$ cat src/rtl/alu_pkg.sv
// Shared control encoding for the pipelined ALU: decode control word and mul-select codes.
package alu_pkg;

   typedef struct packed {
      logic       pre_x_en;
      logic       pre_x_sub;
      logic       pre_y_en;
      logic       pre_y_sub;
      logic [2:0] mul_x_sel;
      logic [2:0] mul_y_sel;
      logic       post_en;
      logic       post_sub;
      logic       acc_en;
      logic       acc_clr;
   } alu_ctrl_t;

   // Post-add controls carried down the pipe alongside the lane data.
   typedef struct packed {
      logic post_en;
      logic post_sub;
      logic acc_en;
      logic acc_clr;
   } post_ctrl_t;

   localparam logic [2:0] MUL_SEL_IN0 = 3'd0;
   localparam logic [2:0] MUL_SEL_IN1 = 3'd1;
   localparam logic [2:0] MUL_SEL_PRE = 3'd2;
   localparam logic [2:0] MUL_SEL_OTH = 3'd3;
   localparam logic [2:0] MUL_SEL_ONE = 3'd4;

endpackage

$ cat src/rtl/alu_lane.sv
// One ALU lane: S1 pre-add and multiplier operand select, S2 multiply (or operand concat).
module alu_lane
   import alu_pkg::*;
#(
   parameter int unsigned W = 8
) (
   input  logic            clk_i,
   input  logic            rst_ni,
   input  logic            s1_ld_i,
   input  logic            s2_ld_i,
   input  logic [W-1:0]    in0_i,
   input  logic [W-1:0]    in1_i,
   input  logic [W-1:0]    oth_in1_i,
   input  logic            en_i,
   input  logic            sub_i,
   input  logic [2:0]      sel_i,
   output logic [2*W+1:0]  prod_o
);

   localparam int unsigned PW = 2 * W + 2;

   logic [W:0]    pre_d, pre_q;
   logic [W:0]    m1_d, m1_q;
   logic          en_q;
   logic [PW-1:0] prod_d, prod_q;
   logic [PW-1:0] a_ext, b_ext;

   always_comb begin
      pre_d = {1'b0, in0_i};
      if (en_i) begin
         pre_d = sub_i ? ({1'b0, in0_i} - {1'b0, in1_i}) : ({1'b0, in0_i} + {1'b0, in1_i});
      end
      case (sel_i)
         MUL_SEL_IN0: m1_d = {1'b0, in0_i};
         MUL_SEL_IN1: m1_d = {1'b0, in1_i};
         MUL_SEL_PRE: m1_d = pre_d;
         MUL_SEL_OTH: m1_d = {1'b0, oth_in1_i};
         MUL_SEL_ONE: m1_d = {{W{1'b0}}, 1'b1};
         default:     m1_d = '0;
      endcase
   end

   // A disabled lane passes both operands through as {m0, m1}.
   always_comb begin
      a_ext  = {{(W + 1){1'b0}}, pre_q};
      b_ext  = {{(W + 1){1'b0}}, m1_q};
      prod_d = en_q ? (a_ext * b_ext) : {pre_q, m1_q};
   end

   always_ff @(posedge clk_i or negedge rst_ni) begin
      if (!rst_ni) begin
         pre_q  <= '0;
         m1_q   <= '0;
         en_q   <= 1'b0;
         prod_q <= '0;
      end else begin
         if (s1_ld_i) begin
            pre_q <= pre_d;
            m1_q  <= m1_d;
            en_q  <= en_i;
         end
         if (s2_ld_i) begin
            prod_q <= prod_d;
         end
      end
   end

   assign prod_o = prod_q;

endmodule

$ cat src/rtl/alu_pipe.sv
// Three-stage pipelined dual-lane ALU with valid/ready back-pressure, tag passthrough and
// an accumulate mode whose running sum persists across commands.
module alu_pipe
   import alu_pkg::*;
#(
   parameter int unsigned W     = 8,
   parameter int unsigned TAG_W = 4
) (
   input  logic             clk,
   input  logic             rst_n,
   input  logic [W-1:0]     x0,
   input  logic [W-1:0]     x1,
   input  logic [W-1:0]     y0,
   input  logic [W-1:0]     y1,
   input  alu_ctrl_t        ctrl,
   input  logic [TAG_W-1:0] tag,
   input  logic             cmd_valid,
   output logic             cmd_ready,
   output logic             res_valid,
   input  logic             res_ready,
   output logic [2*W+1:0]   res_q,
   output logic             carry_q,
   output logic [TAG_W-1:0] tag_q
);

   localparam int unsigned PW = 2 * W + 2;

   logic             s1_valid_q, s2_valid_q, s3_valid_q;
   logic             s1_ready, s2_ready, s3_ready;
   logic             s1_ld, s2_ld, s3_ld;
   post_ctrl_t       s1_pc_q, s2_pc_q;
   logic [TAG_W-1:0] s1_tag_q, s2_tag_q;
   logic [PW-1:0]    xp, yp;
   logic [PW-1:0]    acc_q, base;
   logic [PW:0]      sum;

   // A stage is free when empty or when its occupant moves on this cycle.
   always_comb begin
      s3_ready  = !s3_valid_q || res_ready;
      s2_ready  = !s2_valid_q || s3_ready;
      s1_ready  = !s1_valid_q || s2_ready;
      cmd_ready = s1_ready;
      s1_ld     = s1_ready && cmd_valid;
      s2_ld     = s2_ready && s1_valid_q;
      s3_ld     = s3_ready && s2_valid_q;
      res_valid = s3_valid_q;
   end

   alu_lane #(.W(W)) u_lane_x (
      .clk_i     (clk),
      .rst_ni    (rst_n),
      .s1_ld_i   (s1_ld),
      .s2_ld_i   (s2_ld),
      .in0_i     (x0),
      .in1_i     (x1),
      .oth_in1_i (y1),
      .en_i      (ctrl.pre_x_en),
      .sub_i     (ctrl.pre_x_sub),
      .sel_i     (ctrl.mul_x_sel),
      .prod_o    (xp)
   );

   alu_lane #(.W(W)) u_lane_y (
      .clk_i     (clk),
      .rst_ni    (rst_n),
      .s1_ld_i   (s1_ld),
      .s2_ld_i   (s2_ld),
      .in0_i     (y0),
      .in1_i     (y1),
      .oth_in1_i (x1),
      .en_i      (ctrl.pre_y_en),
      .sub_i     (ctrl.pre_y_sub),
      .sel_i     (ctrl.mul_y_sel),
      .prod_o    (yp)
   );

   always_comb begin
      base = s2_pc_q.acc_clr ? '0 : acc_q;
      if (!s2_pc_q.post_en) begin
         sum = {1'b0, xp[W:0], yp[W:0]};
      end else if (s2_pc_q.acc_en) begin
         sum = s2_pc_q.post_sub ? ({1'b0, base} - {1'b0, xp}) : ({1'b0, base} + {1'b0, xp});
      end else begin
         sum = s2_pc_q.post_sub ? ({1'b0, xp} - {1'b0, yp}) : ({1'b0, xp} + {1'b0, yp});
      end
   end

   always_ff @(posedge clk or negedge rst_n) begin
      if (!rst_n) begin
         s1_valid_q <= 1'b0;
         s2_valid_q <= 1'b0;
         s3_valid_q <= 1'b0;
         s1_pc_q    <= '0;
         s2_pc_q    <= '0;
         s1_tag_q   <= '0;
         s2_tag_q   <= '0;
         acc_q      <= '0;
         res_q      <= '0;
         carry_q    <= 1'b0;
         tag_q      <= '0;
      end else begin
         if (s1_ready) s1_valid_q <= cmd_valid;
         if (s2_ready) s2_valid_q <= s1_valid_q;
         if (s3_ready) s3_valid_q <= s2_valid_q;
         if (s1_ld) begin
            s1_pc_q  <= '{post_en: ctrl.post_en, post_sub: ctrl.post_sub,
                          acc_en: ctrl.acc_en, acc_clr: ctrl.acc_clr};
            s1_tag_q <= tag;
         end
         if (s2_ld) begin
            s2_pc_q  <= s1_pc_q;
            s2_tag_q <= s1_tag_q;
         end
         if (s3_ld) begin
            res_q   <= sum[PW-1:0];
            carry_q <= sum[PW];
            tag_q   <= s2_tag_q;
            if (s2_pc_q.post_en && s2_pc_q.acc_en) acc_q <= sum[PW-1:0];
         end
      end
   end

endmodule
$ cat config.mk
export PLATFORM = sky130hd
export DESIGN_NAME = alu_pipe
export DESIGN_NICKNAME = d
export VERILOG_FILES = /design/src/rtl/alu_pkg.sv /design/src/rtl/alu_lane.sv /design/src/rtl/alu_pipe.sv
export SDC_FILE = /design/constraint.sdc
export NUM_CORES = 1
export LEC_CHECK = 0
export ABC_AREA = 1
export ABC_CLOCK_PERIOD_IN_PS = 5730
export CAP_MARGIN = 20
export CORE_UTILIZATION = 55
export CTS_BUF_LIST = sky130_fd_sc_hd__clkbuf_4
export CTS_CLUSTER_SIZE = 10
export DETAILED_ROUTE_END_ITERATION = 8
export PLACE_DENSITY = 0.86
export SYNTH_ARGS = -nofsm -noshare
export SYNTH_HDL_FRONTEND = slang
export SYNTH_HIERARCHICAL = 1
export SYNTH_SLANG_ARGS = --single-unit
$ cat constraint.sdc
create_clock -name clk -period 5.73 [get_ports clk]
set_input_delay 1.146 -clock clk [delete_from_list [all_inputs] [get_ports clk]]
set_output_delay 1.146 -clock clk [all_outputs]
set_load 0.1 [all_outputs]
* After elaboration in Yosys (flattened, before gate mapping)
Index checks and enable logic that the tools add are counted.
Widths: inputs -> output; s select.
** Operators by class
- Add/subtract/negate cells :: 8
- Multipliers :: 2
- Equal/unequal tests :: 8
- Multiplexer cells :: 13
- Reductions and logical operators :: 13
** Operator list (number)
- $pmux 9 s5 :: 2
- $mux 19 :: 4
- $mux 18 :: 3
- $add 18x18->19 :: 2
- $sub 18x18->19 :: 2
- $mul 9x9->18 :: 2
- $mux 9 :: 4
- $add 8x8->9 :: 2
- $sub 8x8->9 :: 2
- $eq 3x2->1 const B :: 4
- $eq 3x1->1 const B :: 2
- $eq 3x3->1 const B :: 2
- $logic_not 3->1 :: 2
- $logic_and 1x1->1 :: 4
- $logic_not 1->1 :: 3
- $logic_or 1x1->1 :: 3
- $reduce_and 2->1 :: 1
** Storage, ports and cells
- Flip-flop bits (word level) :: 134
- Input bits :: 54
- Logic and storage cells :: 69

* Depth between registers and ports, before layout
- Depth in word-level cells :: 5
- Mapped depth :: 24
- Mapped depth without buffers :: 24

* By module
Netlist, hierarchy kept.
** Modules (own cells, without submodules)
- alu_pipe :: instances 1, cells an instance 897, area each 5825.6 sq um, seq. area each 1501.4 sq um
- alu_lane (u_lane_x) :: instances 1, cells an instance 770, area each 5240.0 sq um, seq. area each 925.9 sq um
- alu_lane (u_lane_y) :: instances 1, cells an instance 767, area each 5222.5 sq um, seq. area each 925.9 sq um

* Worst setup path after synthesis
Ideal clock, no wire load.
- Path type :: register to register
- Start :: reg u_lane_x.m1_q[8]
- End :: reg u_lane_x.prod_q[15], in the netlist u_lane_x/prod_o[15]
- Setup time :: 0.116 ns
- Data arrival time :: 3.937 ns
- Required time :: 5.614 ns
- Slack :: 1.677 ns
- Stages on the path, launching flop included :: 21
- Path buffers :: 1
- Cells stage by stage :: dfrtp_1 clkbuf_1 nand2_1 fa_1 fa_1 inv_1 fa_1 inv_1 fa_1 inv_1 ha_1 nand2_1 nand2_1 a21oi_1 nand2_1 nand2_1 nand2_1 nand2_1 nand3_1 nand2_1 nand2_1
** Between the ends
- Word-level cells in the longest chain between the ends :: 2
** Ends and longest elaborated chain
- start: declaration :: line alu_lane.sv:23 : logic [W:0] m1_d, m1_q;
- start signal: assignment :: line alu_lane.sv:59 : m1_q <= m1_d;
- $mul 9x9->18 :: line alu_lane.sv:47 : prod_d = en_q ? (a_ext * b_ext) : {pre_q, m1_q};
- $mux 18 :: line alu_lane.sv:47
- end signal: assignment :: line alu_lane.sv:63 : prod_q <= prod_d;
- end: declaration :: line alu_lane.sv:25 : logic [PW-1:0] prod_d, prod_q;
No other way between the ends.
A chain may end at the register's enable or synchronous reset.

* Final worst setup path
- Start :: reg u_lane_x.m1_q[2]
- End :: reg u_lane_x.prod_q[10], in the netlist u_lane_x/prod_o[10]
Same word-level chain as after synthesis.

==> out/metrics.cfg <==
[routing]
highest_layer = met4
wl_met3_mm = 2.549
wl_per_cell_um = 15.05
vias = 15430
first_pass_iters = 6
drt-vias-per-instance = 5.402
ant_nets = 0
drc = 0
dr_wl_met2_mm = 20.81
routed_wl_mm = 43.01
dr.first_iter.drc_count = 1378
wl_met1_mm = 18.58

[power]
comb_power_share_pct = 72.7
ir_drop_uv = 297.8
switching_share_pct = 59.00
pwr-share-seq_pct = 19.6
total_power_uw = 8947
pwr-share-clk_pct = 7.7
switching_power_uw = 5279
power.density_nw_per_um2 = 510.9
internal-power_uw = 3668
p_leak_uw = 0.01035

[floorplanning]
initial_core_util_pct = 56.29
fp.dieH_um = 174.1
fp.dieW_um = 174.1
coreArea_sq_um = 28940
ios = 79
rows = 62
die-area_sq_um = 30310

[global_routing]
antenna_found_initial = 1
first_global_vias = 15170
grt_pass1_wl_mm = 71.85
gr-usage-all-layers_pct = 29.08
grt_max_degree = 83
grt_overflow = 0

[yosys]
synth_edf_count = 0
synth_seq_area_share_pct = 20.59
synth_top_area_share_pct = 20.59
synth_area_leaders = dfrtp_1 (21%), nand2_1 (17%), fa_1 (13%)
ys_types = 49
ys.flop_type = dfrtp_1
syn_nets = 2724
ys_seq_elements = 134
yosysMostFrequentCell = nand2_1
avgSynthCellArea_sq_um = 6.692
ys_top_cells_by_count = nand2_1 (741), inv_1 (492), nand3_1 (166)
synth_warnings = 6
syn-cell-area_sq_um = 16290
synth_top_area_cell = dfrtp_1
synthCells = 2434
ys_async_sr_fraction_pct = 100.0

[hold_path]
hp-start = s2_valid_q
hp-class = reg -> reg

[final_layout]
nets = 2749
num-fill-cells = 2636
drive_above_1_share_pct = 4.531
area_delta_synth_final_pct = 7.513

[clock_network]
hold_buffers = 0
cts_resized = 0
clock_latency_ns = 0.58
htree_num_levels = 4
cts_buffers = 17
clkSinkCount = 134
post-cts-setup-buffers = 0
root_buffer = clkbuf_4
tritoncts = yes
clockBufferDepth = 2
clkSlewWorstSetupHoldPaths_ns = 0.15

[worst_setup_path]
reg2reg_from = u_lane_x/m1_q[2]
crit_required_ns = 6.19
arrival_ns = 4.88
cp-startpoint = u_lane_x/m1_q[2]
r2r_slack_ns = 1.31
critical_path.startpoint_type = flip-flop
crit_fanout = 11
criticalPathCategory = reg -> reg
end_kind = flip-flop

[sta]
drv_slew = 0
finalCritPeriodShare_pct = 77.16
relSlewSlack_pct = 33.51
grt_setup_unrepaired = no
tightestPinTransition_ns = 0.9943
hold_violations = 0
fin_skew_ns = 0.03321
finalSetupViolCount = 0
min_period_ns = 4.421
max_freq_mhz = 226.2
fin_tns_setup_ns = 0

[outcome]
status = complete, no violations

[placement]
io_buffer_count = 78
gp_congestion = 0.9920
dp_hpwl_mm = 34.59

[flow_run]
drv_cap = 0

==> per-layer routing <==
metal  global-route usage, %  vias to the layer above
met3                   3.084                      101
met4                   9.649                        0
met1                   37.75                     7165
li1                        -                     7546
met5                       0                        -
met2                   50.53                      621
==> kinds of logic (layout without fill, tap and decap cells) <==
kind of cell / after synthesis / after routing / share of synthesized area, %
simple gates: 1130 / 1130 / 29.47
buf+inv: 588 / 626 / 14.16
compound gates: 287 / 287 / 9.694
fa+ha+maj: 236 / 236 / 22.92
flops: 134 / 134 / 20.59
xor+xnor: 59 / 59 / 3.173
other cells: 0 / 1 / 0
==> final timing paths <==
path	endpoint	cells after the start
min in group asynchronous	res_q[12]	1
min reg2reg	res_valid	2
max reg2reg	u_lane_x/prod_o[10]	16
max in group asynchronous	res_q[4]	2
max	u_lane_x/prod_o[10]	16
min	res_valid	2
==> worst max-delay path, cell delays in order (launching register included) <==
cell and delay [ns]:
dfrtp_1 0.61, nand2_1 0.15, fa_1 0.55, inv_1 0.05, fa_1 0.49, inv_1 0.05, fa_1 0.48, fa_1 0.54
inv_1 0.04, ha_1 0.33, a21oi_1 0.26, nand2_1 0.18, nand3_1 0.12, nand2_1 0.08, xor2_1 0.17, o21ai_0 0.16
nand2_1 0.07
==> state kept, by name, summed over array words and instances (netlist names) <==
signal           flops
u_lane_y/prod_o     18
u_lane_x/m1_q        9
s2_tag_q             4
acc_q               18
u_lane_x/en_q        1
res_q               18
u_lane_y/pre_q       9
u_lane_y/en_q        1
u_lane_x/pre_q       9
s1_tag_q             4
s1_pc_q              4
u_lane_y/m1_q        9
u_lane_x/prod_o     18
tag_q                4
carry_q              1
s1_valid_q           1
s2_pc_q              4
res_valid            1
s2_valid_q           1
==> cell usage in the layout (no fill, tap or decap), drive strengths merged <==
cell           count
nand2            752
inv              517
nand3            179
o21ai            145
nor2             135
dfrtp            134
ha               132
a21oi            106
fa               104
clkdlybuf4s50     77
xor2              50
nand4             23
clkbuf            17
nor3              16
nand3b            10
xnor2              9
or2                9
buf                8
o21bai             6
a221oi             6
and2               5
o22ai              5
clkinv             5
a31oi              4
o211ai             4
o21a               4
o31ai              3
o2111ai            2
diode              1
a21o               1
clkinvlp           1
bufinv             1
nor4               1
o2bb2ai            1
==> final cells by class <==
type | instances | area (sq um) | share of cell area (%)
Antenna cell | 1 | 2.502 | 0.01429
Timing Repair Buffer | 85 | 834.6 | 4.766
Clock inverter | 15 | 173.9 | 0.9931
Multi-Input combinational cell | 1712 | 10630 | 60.70
Inverter | 509 | 1911 | 10.91
Tap cell | 384 | 480.5 | 2.744
Clock buffer | 17 | 127.6 | 0.7288
Sequential cell | 134 | 3353 | 19.15
==> per-stage QoR <==
step | util (%) | hold WS, ns | setup slack (ns) | instances | area, sq um
2_1_floorplan | - | 0.4422 | 1.677 | 2434 | 16290
6_report | 60.52 | 0.4934 | 1.309 | 2857 | 17510
3_3_place_gp | 59.47 | 0.4563 | 1.424 | 2824 | 17210
5_1_grt | 60.52 | 0.5194 | 1.063 | 2857 | 17510
4_1_cts | 60.51 | 0.4966 | 1.365 | 2856 | 17510
3_5_place_dp | 59.47 | 0.4627 | 1.355 | 2824 | 17210
==> power groups by stage <==
| stage | sequential, uW | clock, uW | combinational (uW) |
|---|---|---|---|
| 6_report | 1760 | 688 | 6500 |
| 5_1_grt | 1800 | 740 | 7300 |
| 4_1_cts | 1740 | 702 | 6430 |
| 3_5_place_dp | 1760 | 0 | 6400 |
| 3_3_place_gp | 1750 | 0 | 6300 |
| 2_1_floorplan | 2010 | 0 | 4590 |
Note: power is estimated with default switching activity, not from simulation.
